===== src/rtl/lc2k_instr_encoder.sv =====
// Packs decoded LC2K instruction fields into 32-bit machine words and streams them
// into instruction memory from a start address until HALT, memory full or a bad offset.
module lc2k_instr_encoder #(
  parameter int ADDR_W = 8
) (
  input  logic              clk,
  input  logic              rst_n,
  input  logic              start,
  input  logic [ADDR_W-1:0] base_addr,
  input  logic              in_valid,
  output logic              in_ready,
  input  logic [2:0]        in_opcode,
  input  logic [2:0]        in_reg_a,
  input  logic [2:0]        in_reg_b,
  input  logic [2:0]        in_dest,
  input  logic [31:0]       in_offset,
  output logic              mem_we,
  output logic [ADDR_W-1:0] mem_addr,
  output logic [31:0]       mem_wdata,
  output logic              busy,
  output logic              done,
  output logic              err_range,
  output logic              err_full,
  output logic [ADDR_W:0]   word_count
);

  localparam logic [2:0] OP_ADD  = 3'b000;
  localparam logic [2:0] OP_NOR  = 3'b001;
  localparam logic [2:0] OP_LW   = 3'b010;
  localparam logic [2:0] OP_SW   = 3'b011;
  localparam logic [2:0] OP_BEQ  = 3'b100;
  localparam logic [2:0] OP_JALR = 3'b101;
  localparam logic [2:0] OP_HALT = 3'b110;

  typedef enum logic [1:0] {
    S_IDLE = 2'd0,
    S_RUN  = 2'd1,
    S_DONE = 2'd2,
    S_ERR  = 2'd3
  } state_e;

  state_e              state_q;
  logic [ADDR_W-1:0]   wptr_q;
  logic                last_q;
  logic                mem_we_q;
  logic [ADDR_W-1:0]   mem_addr_q;
  logic [31:0]         mem_wdata_q;
  logic                done_q;
  logic                err_range_q;
  logic                err_full_q;
  logic [ADDR_W:0]     word_count_q;

  logic                range_bad_d;
  logic [31:0]         wdata_d;

  function automatic logic uses_offset(input logic [2:0] op);
    return (op == OP_LW) || (op == OP_SW) || (op == OP_BEQ);
  endfunction

  // Offset fits in 16-bit two's complement when bits 31:15 are a pure sign extension.
  function automatic logic offset_fits16(input logic [31:0] off);
    return (&off[31:15]) | ~(|off[31:15]);
  endfunction

  function automatic logic [31:0] encode_word(
    input logic [2:0]  op,
    input logic [2:0]  reg_a,
    input logic [2:0]  reg_b,
    input logic [2:0]  dest,
    input logic [31:0] off
  );
    logic [31:0] w;
    w        = '0;
    w[24:22] = op;
    case (op)
      OP_ADD, OP_NOR: begin
        w[21:19] = reg_a;
        w[18:16] = reg_b;
        w[2:0]   = dest;
      end
      OP_LW, OP_SW, OP_BEQ: begin
        w[21:19] = reg_a;
        w[18:16] = reg_b;
        w[15:0]  = off[15:0];
      end
      OP_JALR: begin
        w[21:19] = reg_a;
        w[18:16] = reg_b;
      end
      default: ;
    endcase
    return w;
  endfunction

  always_comb begin
    range_bad_d = uses_offset(in_opcode) && !offset_fits16(in_offset);
    wdata_d     = encode_word(in_opcode, in_reg_a, in_reg_b, in_dest, in_offset);
  end

  // last_q marks that the top address has been written; addresses never wrap.
  always_ff @(posedge clk or negedge rst_n) begin
    if (!rst_n) begin
      state_q      <= S_IDLE;
      wptr_q       <= '0;
      last_q       <= 1'b0;
      mem_we_q     <= 1'b0;
      mem_addr_q   <= '0;
      mem_wdata_q  <= '0;
      done_q       <= 1'b0;
      err_range_q  <= 1'b0;
      err_full_q   <= 1'b0;
      word_count_q <= '0;
    end else begin
      mem_we_q <= 1'b0;
      case (state_q)
        S_IDLE, S_DONE, S_ERR: begin
          if (start) begin
            state_q      <= S_RUN;
            wptr_q       <= base_addr;
            last_q       <= 1'b0;
            done_q       <= 1'b0;
            err_range_q  <= 1'b0;
            err_full_q   <= 1'b0;
            word_count_q <= '0;
          end
        end
        S_RUN: begin
          if (in_valid) begin
            if (range_bad_d) begin
              err_range_q <= 1'b1;
              state_q     <= S_ERR;
            end else if (last_q) begin
              err_full_q <= 1'b1;
              state_q    <= S_ERR;
            end else begin
              mem_we_q     <= 1'b1;
              mem_addr_q   <= wptr_q;
              mem_wdata_q  <= wdata_d;
              wptr_q       <= wptr_q + 1'b1;
              last_q       <= (wptr_q == '1);
              word_count_q <= word_count_q + 1'b1;
              if (in_opcode == OP_HALT) begin
                state_q <= S_DONE;
                done_q  <= 1'b1;
              end
            end
          end
        end
        default: state_q <= S_IDLE;
      endcase
    end
  end

  assign in_ready   = (state_q == S_RUN);
  assign busy       = (state_q == S_RUN);
  assign mem_we     = mem_we_q;
  assign mem_addr   = mem_addr_q;
  assign mem_wdata  = mem_wdata_q;
  assign done       = done_q;
  assign err_range  = err_range_q;
  assign err_full   = err_full_q;
  assign word_count = word_count_q;

endmodule


===== config.mk =====
export PLATFORM = sky130hd
export DESIGN_NAME = lc2k_instr_encoder
export DESIGN_NICKNAME = d
export VERILOG_FILES = /design/src/rtl/lc2k_instr_encoder.sv
export SDC_FILE = /design/constraint.sdc
export NUM_CORES = 1
export LEC_CHECK = 0
export ABC_AREA = 1
export CAP_MARGIN = 40
export CORE_ASPECT_RATIO = 1.5
export CORE_MARGIN = 1
export CORE_UTILIZATION = 44
export DETAILED_ROUTE_END_ITERATION = 10
export PLACE_DENSITY = 0.8
export RECOVER_POWER = 100
export SETUP_SLACK_MARGIN = 0.2
export SLEW_MARGIN = 10
export SYNTH_ARGS = -nofsm -noshare
export SYNTH_HDL_FRONTEND = slang
export SYNTH_SLANG_ARGS = --single-unit

===== constraint.sdc =====
create_clock -name clk -period 1.6 [get_ports clk]
set_input_delay 0.32 -clock clk [delete_from_list [all_inputs] [get_ports clk]]
set_output_delay 0.32 -clock clk [all_outputs]
set_load 0.01 [all_outputs]

==> results of run 1 <==
-- worst max-delay path: cells and delay by family --
| family | cells | cell delay, ns |
|---|---|---|
| buf+inv | 3 | 0.57 |
| simple gates | 7 | 1.00 |
| compound gates | 1 | 0.11 |
-- through the flow --
step | setup TNS [ns] | total power [mW] | cell area (sq um) | hold slack [ns] | util (%)
3_5_place_dp | -18.54 | 5.08 | 4060 | 0.218 | 65.2
2_1_floorplan | 0 | 3.68 | 2910 | 0.0244 | -
5_1_grt | -7.11 | 8.71 | 5120 | 0.448 | 82.3
4_1_cts | -0.429 | 7.34 | 4730 | 0.395 | 76.0
6_report | -4.65 | 8.29 | 5120 | 0.441 | 82.3
3_3_place_gp | -16.06 | 4.99 | 4060 | 0.211 | 65.2
-- metal layers --
| layer | routed length, um | vias up | global-route usage, % |
|---|---|---|---|
| met5 | 0 | - | 0 |
| met4 | 657 | 0 | 21.5 |
| met3 | 969 | 61 | 8.48 |
| met2 | 6210 | 217 | 50.6 |
| met1 | 4090 | 1618 | 32.9 |
| li1 | - | 1497 | - |
-- cells in the final DEF, fill, tap and decap left out, types with 6 or more instances in the layout --
master	instances
buf_4	28
buf_6	13
clkbuf_8	10
clkdlybuf4s25_1	6
clkdlybuf4s50_1	34
conb_1	7
dfrtp_1	56
dlygate4sd2_1	58
inv_1	14
nand2_1	113
nand2_2	18
nand2_4	15
nand3_1	21
nand3_2	8
nor2_1	27
o21ai_0	9
o21ai_1	10
o21ai_2	14
-- sequential cells by signal (all words and copies together), names as in the netlist --
register and count:
done 1, err_full 1, err_range 1, last_q 1
mem_addr 8, mem_wdata 25, mem_we 1, state_q 2
word_count 9, wptr_q 8
-- how the worst max path moves through the flow --
stage	slack [ns]	end	startpoint	depth (start not counted)
final	-0.18	mem_wdata[2]$_DFFE_PN0P_	in_offset[28]	11
after global routing	-0.25	mem_wdata[2]$_DFFE_PN0P_	state_q[0]$_DFFE_PN0P_	9
after CTS	-0.03	in_ready	state_q[1]$_DFFE_PN0P_	3
after detailed placement	-0.42	mem_wdata[19]$_DFFE_PN0P_	in_offset[16]	9
after global placement	-0.32	mem_wdata[0]$_DFFE_PN0P_	in_offset[16]	9
after floorplan	0.14	word_count[7]$_DFFE_PN0P_	state_q[1]$_DFFE_PN0P_	8
-- power by group --
group | switching [mW] | internal (mW) | leakage (nW) | total, mW
logic | 2.10 | 2.06 | 1.73 | 4.16
clock network | 0.635 | 1.08 | 0.120 | 1.71
registers | 0.470 | 1.95 | 0.743 | 2.42
-- repair_timing --
item / in CTS / in global routing
resized for setup: 138 / 94
endpoints found under the setup margin: 105 / 66
cloned: 7 / 3
hold buffers: 1 / 0
endpoints found under the hold margin: 10 / 0
pin swaps: 13 / 13
buffers inserted: 16 / 14
-- cell type report --
cell class | count | share of cell area [%]
clock inverter | 5 | 2.00
sequential | 57 | 27.9
tap | 74 | 1.81
timing repair buffer | 160 | 32.3
clock buffer | 11 | 2.76
inverter | 17 | 1.64
multi-input combinational | 281 | 31.6
-- kinds of logic after synthesis --
family	Yosys count	share of synthesized area (%)
fa+ha+maj	2	0.868
buf+inv	39	7.03
other cells	1	0.130
compound gates	45	8.47
simple gates	222	33.1
xor+xnor	3	0.912
flops	57	49.5
==> summary.txt, run 1 <==
Run status
  • Status: finished, violations left
  • Failing checks: setup timing

Die
  • # rows: 35
  • DIE HEIGHT: 101 um
  • Core footprint: 6220 sq um
  • Initial Utilization: between 40% and 50%
  • Ports: 111
  • Die ar.: 6880 sq um
  • Die width: 68.1 um

Route
  • Drt first-iter violations: roughly 250
  • Antenna Nets Post-Route: 0
  • 1st-pass router iterations: 4
  • Total routed wirelength: about 12000 um
  • Detailed-route DRC error count: 0
  • Vias per cell: 5.61
  • DR WL/cell: ~20 um
  • Total number of vias: 3393

Placement
  • Number of port buffers: 103
  • Pre-CTS setup slack: -0.419 ns
  • Routability-driven placement congestion ratio: 0.802
  • DP Cell Count: 548
  • DP Wirelength: ~5500 um

Timing
  • RSZ-0062 raised after global routing: true
  • Fin. Hold Viols: 0
  • Post-Route Skew: between 0.01 and 0.015 ns
  • Setup WS post-layout: -0.185 ns
  • Final Max Slew Viols: 0
  • Period utilization: 112%
  • Final setup viols: 54
  • Crit path time final: about 1.8 ns
  • Fmax achieved: 0.560 GHz
  • Relative slew margins: 57.3%
  • Worst slew pin tran: about 0.64 ns

Setup path
  • R2R depth: 9
  • CP max stage delay: 0.25 ns
  • Critical Path RT: 1.82 ns
  • Worst Setup End Kind: register
  • Crit Reg-Reg Startpoint: state_q[0]$_DFFE_PN0P_
  • Startpoint Class: input port
  • R2r endpoint: mem_wdata[2]$_DFFE_PN0P_
  • Slowest library cell on the worst path: dlygate4sd2_1
  • CP arrival: ~2 ns
  • Crit-path cells: dlygate4sd2_1, nor2_1, nand2_1, nor2_1, nand3_1, nand3_4, nand3_4, buf_6, buf_16, nand2_1, o21ai_0
  • Reg2Reg Setup Slack: -0.15 ns
  • Type of the worst setup path: input port to register
  • Maximum fanout along the worst path: 9

GRT
  • Initial antenna violation count: 0
  • GRT Util Overall: 30.7%
  • First-pass GRT wire length: 15500 um
  • Global route overflow: 0
  • Pin count of the biggest net entering global routing: 48
  • Number of global-route vias before repair: 3266

Clock tree
  • Clk slew on worst S/H paths: approximately 0.07 ns
  • CTS tree: built
  • Clock root buffer: clkbuf_8
  • CTS H-tree depth: 3
  • Cts bufs inserted: 9
  • CTS max path bufs: 2
  • Clock Latency Late Sink: 0.35 ns
  • Clock sink count: 57

Cells and area
  • Final net count: 584
  • Share of layout cells above drive strength 1: 27.7%
  • # fillers: 314
  • Area taken by multi-input logic gates: 1620 sq um
  • Area grow syn2layout: 77.6%
  • Register area: 1430 sq um
  • Final Non-Filler Cells: 605
  • Diodes inserted: 0

Logic synthesis
  • Dominant synthesized flop cell: dfrtp_1
  • Register bit count reported by yosys: 57
  • Ys async rst share: 100%
  • Synth top area share: 49.5%
  • Cells after Synth: 369
  • Most common cell in the synthesized netlist: nand2_1
  • YS warnings: 0
  • Syn Area/Cell: 7.81 sq um
  • Mapped cell area: 2880 sq um
  • Post-synthesis cell type count: 29
  • Synth area leaders: dfrtp_1 50%, nand2_1 19%, o21ai_0 5.7%
  • Number of synthesized flops with an enable pin: 0
  • Top cells by count, synth: 145 x nand2_1, 57 x dfrtp_1, 33 x o21ai_0
  • Leading area contributor after synthesis: dfrtp_1
  • Register area share after synthesis: 49.5%

Hold path
  • Min-Delay Path Class: input port to register
  • Hold endpoint: mem_wdata[23]$_DFFE_PN0P_
  • Hold Path Cell Cnt: 3
  • Launch point of the worst hold path: in_opcode[1]

Job
  • Total of max-cap violations: 0

Power and ir drop
  • Leakage power total: 2.59 nW
  • PD cells: 1620 nW/um^2
  • Maximum VDD drop: approximately 0.89 mV
No activity file was read; power rests on OpenSTA's default activity.
==> inputs of run 2 (changes only) <==
Settings changed: HOLD_SLACK_MARGIN set to 0.03, SLEW_MARGIN 10 to not set.
==> results of run 2 <==
No change in the layout: final DEF, timing and power equal those of run 1.
==> inputs of run 3 (changes only) <==
Settings changed: ABC_AREA 1 to not set, CORE_UTILIZATION 44 to 43.
==> run 3 against run 2 <==
  * The flow still finishes with violations (setup timing)
  * Clock-buffer cell count shrank 1
  * Die area down 2.2%
  * Flip-flop and latch count unchanged
  * Area after synthesis down 4.4%
  * Critical endpoint is now word_count[7]$_DFFE_PN0P_
  * Non-clock buffer count is 2 higher
  * Utilization is 6.5 points lower
==> summary.txt, run 3 <==
Clock tree
  • Clock sink count: 57
  • CTS H-tree depth: 3
  • Cts bufs inserted: 9
  • Clock root buffer: clkbuf_8
  • CTS tree: built
  • Clk slew on worst S/H paths: 0.07 ns
  • CTS max path bufs: 2
  • Clock Latency Late Sink: 0.35 ns

GRT
  • First-pass GRT wire length: 12700 um
  • GRT Util Overall: about 26%
  • Pin count of the biggest net entering global routing: 24
  • Number of global-route vias before repair: approximately 2700
  • Initial antenna violation count: 0
  • Global route overflow: 0

Timing
  • Setup TNS: -9.72 ns
  • Crit path time final: 1.85 ns
  • Setup WS post-layout: -0.252 ns
  • Period utilization: 116%
  • Fin. Hold Viols: 0
  • Relative slew margins: 42.6%
  • WHS: just over 0.4 ns
  • Worst slew pin tran: 0.862 ns
  • Final setup viols: 57
  • Post-Route Skew: 0.0119 ns
  • RSZ-0062 raised after global routing: true
  • Final Max Slew Viols: 0
  • Fmax achieved: ~0.54 GHz

Die
  • Initial Utilization: 44.6%
  • # rows: 35
  • DIE HEIGHT: 100 um
  • Die ar.: around 6700 sq um
  • Die width: 67.3 um
  • Core footprint: 6170 sq um
  • Ports: 111

Logic synthesis
  • Register area share after synthesis: 51.8%
  • Simple-Gate Fraction of Synth Area: 26.3%
  • Adder-cell share of the synthesized area: 0.909%
  • Mapped cell area: 2750 sq um
  • Register bit count reported by yosys: 57
  • Ys async rst share: 100%
  • Synth top area share: between 50 and 60%
  • Syn Area/Cell: 8.97 sq um
  • Leading area contributor after synthesis: dfrtp_1
  • Largest family of logic cells by synthesized area: simple AND/OR/NAND/NOR gates
  • Number of synthesized flops with an enable pin: 0
  • Cells after Synth: 307
  • Synth area leaders: dfrtp_1 52%, nand2_1 13%, nand3_1 5.8%
  • Post-synthesis mux area share: 2.18%
  • Compound-Gate Fraction of Synth Area: 12.4%
  • Dominant synthesized flop cell: dfrtp_1
  • Top cells by count, synth: 92 x nand2_1, 57 x dfrtp_1, 32 x nand3_1
  • Most common cell in the synthesized netlist: nand2_1
  • YS warnings: 0
  • Post-synthesis cell type count: between 40 and 50
  • Synth Area in XOR/XNOR: 0%

Run status
  • Status: finished, violations left
  • Failing checks: setup timing

Cells and area
  • Share of layout cells above drive strength 1: 27.1%
  • Diodes inserted: 0
  • Final Non-Filler Cells: 543
  • # fillers: about 450
  • Most frequent cells in the layout: 79 x nand2_1, 54 x dfrtp_1, 47 x dlygate4sd2_1
  • Most common cell after layout, fill and taps aside: nand2_1
  • Final core occ: 75.7%
  • Area grow syn2layout: 69.8%
  • Final net count: 522
  • Design area: 4680 sq um
  • Max reg flops: 25

Power and ir drop
  • Cell-internal power: roughly 4.4 mW
  • Clock Power Share: 19.1%
  • Leakage power total: approximately 2.4 nW
  • Reg power frac: 33.7%
  • PD cells: 1510 nW/um^2
  • Switching part of the total: 36.9%
  • Total power draw: roughly 7.0 mW
  • Comb power frac: roughly 47%
  • Maximum VDD drop: 0.897 mV
  • Net Switching: between 2 and 3 mW

Placement
  • DP Cell Count: 503
  • Pre-CTS setup slack: -0.743 ns
  • Number of port buffers: just over 100
  • Area after DPL: 4080 sq um
  • DP Wirelength: 5570 um
  • Routability-driven placement congestion ratio: ~0.85

Route
  • Detailed-route DRC error count: 0
  • Vias per cell: ~5.3
  • 1st-pass router iterations: 4
  • Drt first-iter violations: 157
  • DR WL/cell: about 16 um
  • Total number of vias: 2870
  • Total routed wirelength: about 8600 um
  • Antenna Nets Post-Route: 0

Setup path
  • R2R depth: 7
  • Crit path max-delay family: compound AO/OA/AOI/OAI gates
  • Worst Setup End Kind: register
  • Type of the worst setup path: register to register
  • Crit-path cells: nand2b_4, inv_4, nand2_2, o32a_1, and2_4, o211a_1, a211o_1
  • Startpoint Class: register
  • Slowest library cell on the worst path: dfrtp_1
  • CP arrival: roughly 2.1 ns
  • CP max stage delay: roughly 0.42 ns
  • CP bufs+invs: 1
  • Critical Path RT: roughly 1.8 ns
  • Crit. path cell count: 7
  • Maximum fanout along the worst path: 5

Hold path
  • Min-Delay Path Class: input port to register
  • Hold Path Cell Cnt: 3

Job
  • Total of max-cap violations: 0
==> run 3: cell types whose count changed after synthesis, moves of 4 or more <==
| cell | before | now |
|---|---|---|
| nand2_1 | 145 | 92 |
| o21ai_0 | 33 | 5 |
| inv_1 | 15 | 3 |
| a21oi_1 | 5 | 16 |
| nor2_1 | 29 | 20 |
| mux2i_1 | 0 | 6 |
| nor4_1 | 0 | 4 |
| o22ai_1 | 0 | 4 |
==> run 3: power groups by stage <==
stage          logic (mW)  registers (mW)  clock network, mW
2_1_floorplan        1.22            2.51                  0
3_3_place_gp         2.79            2.35                  0
3_5_place_dp         2.84            2.37                  0
4_1_cts              2.97            2.32               1.37
5_1_grt              3.61            2.44               1.44
6_report             3.32            2.37               1.35
==> run 3: worst register-to-register path: cells and delay by family, from the launching register on <==
family,cells,cell delay [ns]
AOI/OAI and AO/OA,3,0.82
buffers and inverters,1,0.06
DFF,1,0.42
and+or+nand+nor,3,0.44
==> run 3: worst paths after layout <==
| check | end | slack (ns) | startpoint |
|---|---|---|---|
| min in group asynchronous | mem_wdata[21]$_DFFE_PN0P_ | 0.60 | rst_n |
| max in group asynchronous | word_count[6]$_DFFE_PN0P_ | 0.12 | rst_n |
| min | mem_wdata[24]$_DFFE_PN0P_ | 0.41 | in_opcode[2] |
| max reg2reg | word_count[7]$_DFFE_PN0P_ | -0.25 | state_q[1]$_DFFE_PN0P_ |
| min reg2reg | mem_wdata[7]$_DFFE_PN0P_ | 0.46 | mem_wdata[7]$_DFFE_PN0P_ |
| max | word_count[7]$_DFFE_PN0P_ | -0.25 | state_q[1]$_DFFE_PN0P_ |
==> run 3: routing by layer <==
| layer | vias to the layer above | share of wire, % | global-route usage (%) |
|---|---|---|---|
| li1 | 1366 | - | - |
| met1 | 1384 | 36 | 28.0 |
| met2 | 102 | 56 | 45.2 |
| met3 | 18 | 5.6 | 7.05 |
| met4 | 0 | 2.7 | 10.8 |
| met5 | - | 0 | 0 |
==> run 3: cells by family after synthesis <==
logic type,after synthesis
AND/OR/NAND/NOR,164
flip-flops,57
AO/OA/AOI/OAI,50
buffers and inverters,27
multiplexers,6
adder cells (fa/ha/maj),2
other,1
==> run 3: final cells by class <==
type | count | area, sq um | area share [%]
timing repair buffer | 162 | 1560 | 33.4
sequential | 57 | 1430 | 30.6
multi-input combinational | 230 | 1370 | 29.3
clock buffer | 10 | 128 | 2.73
tap | 74 | 92.6 | 1.98
clock inverter | 6 | 68.8 | 1.47
inverter | 4 | 25.0 | 0.535
==> run 3: what timing repair did <==
| action | in CTS | in global routing |
|---|---|---|
| endpoints found under the hold margin | 13 | 0 |
| pin swaps | 16 | 27 |
| setup endpoints to repair | 105 | 62 |
| resized for setup | 110 | 58 |
| gates cloned | 2 | 1 |
| buffers inserted | 13 | 7 |
| hold buffers | 1 | 0 |
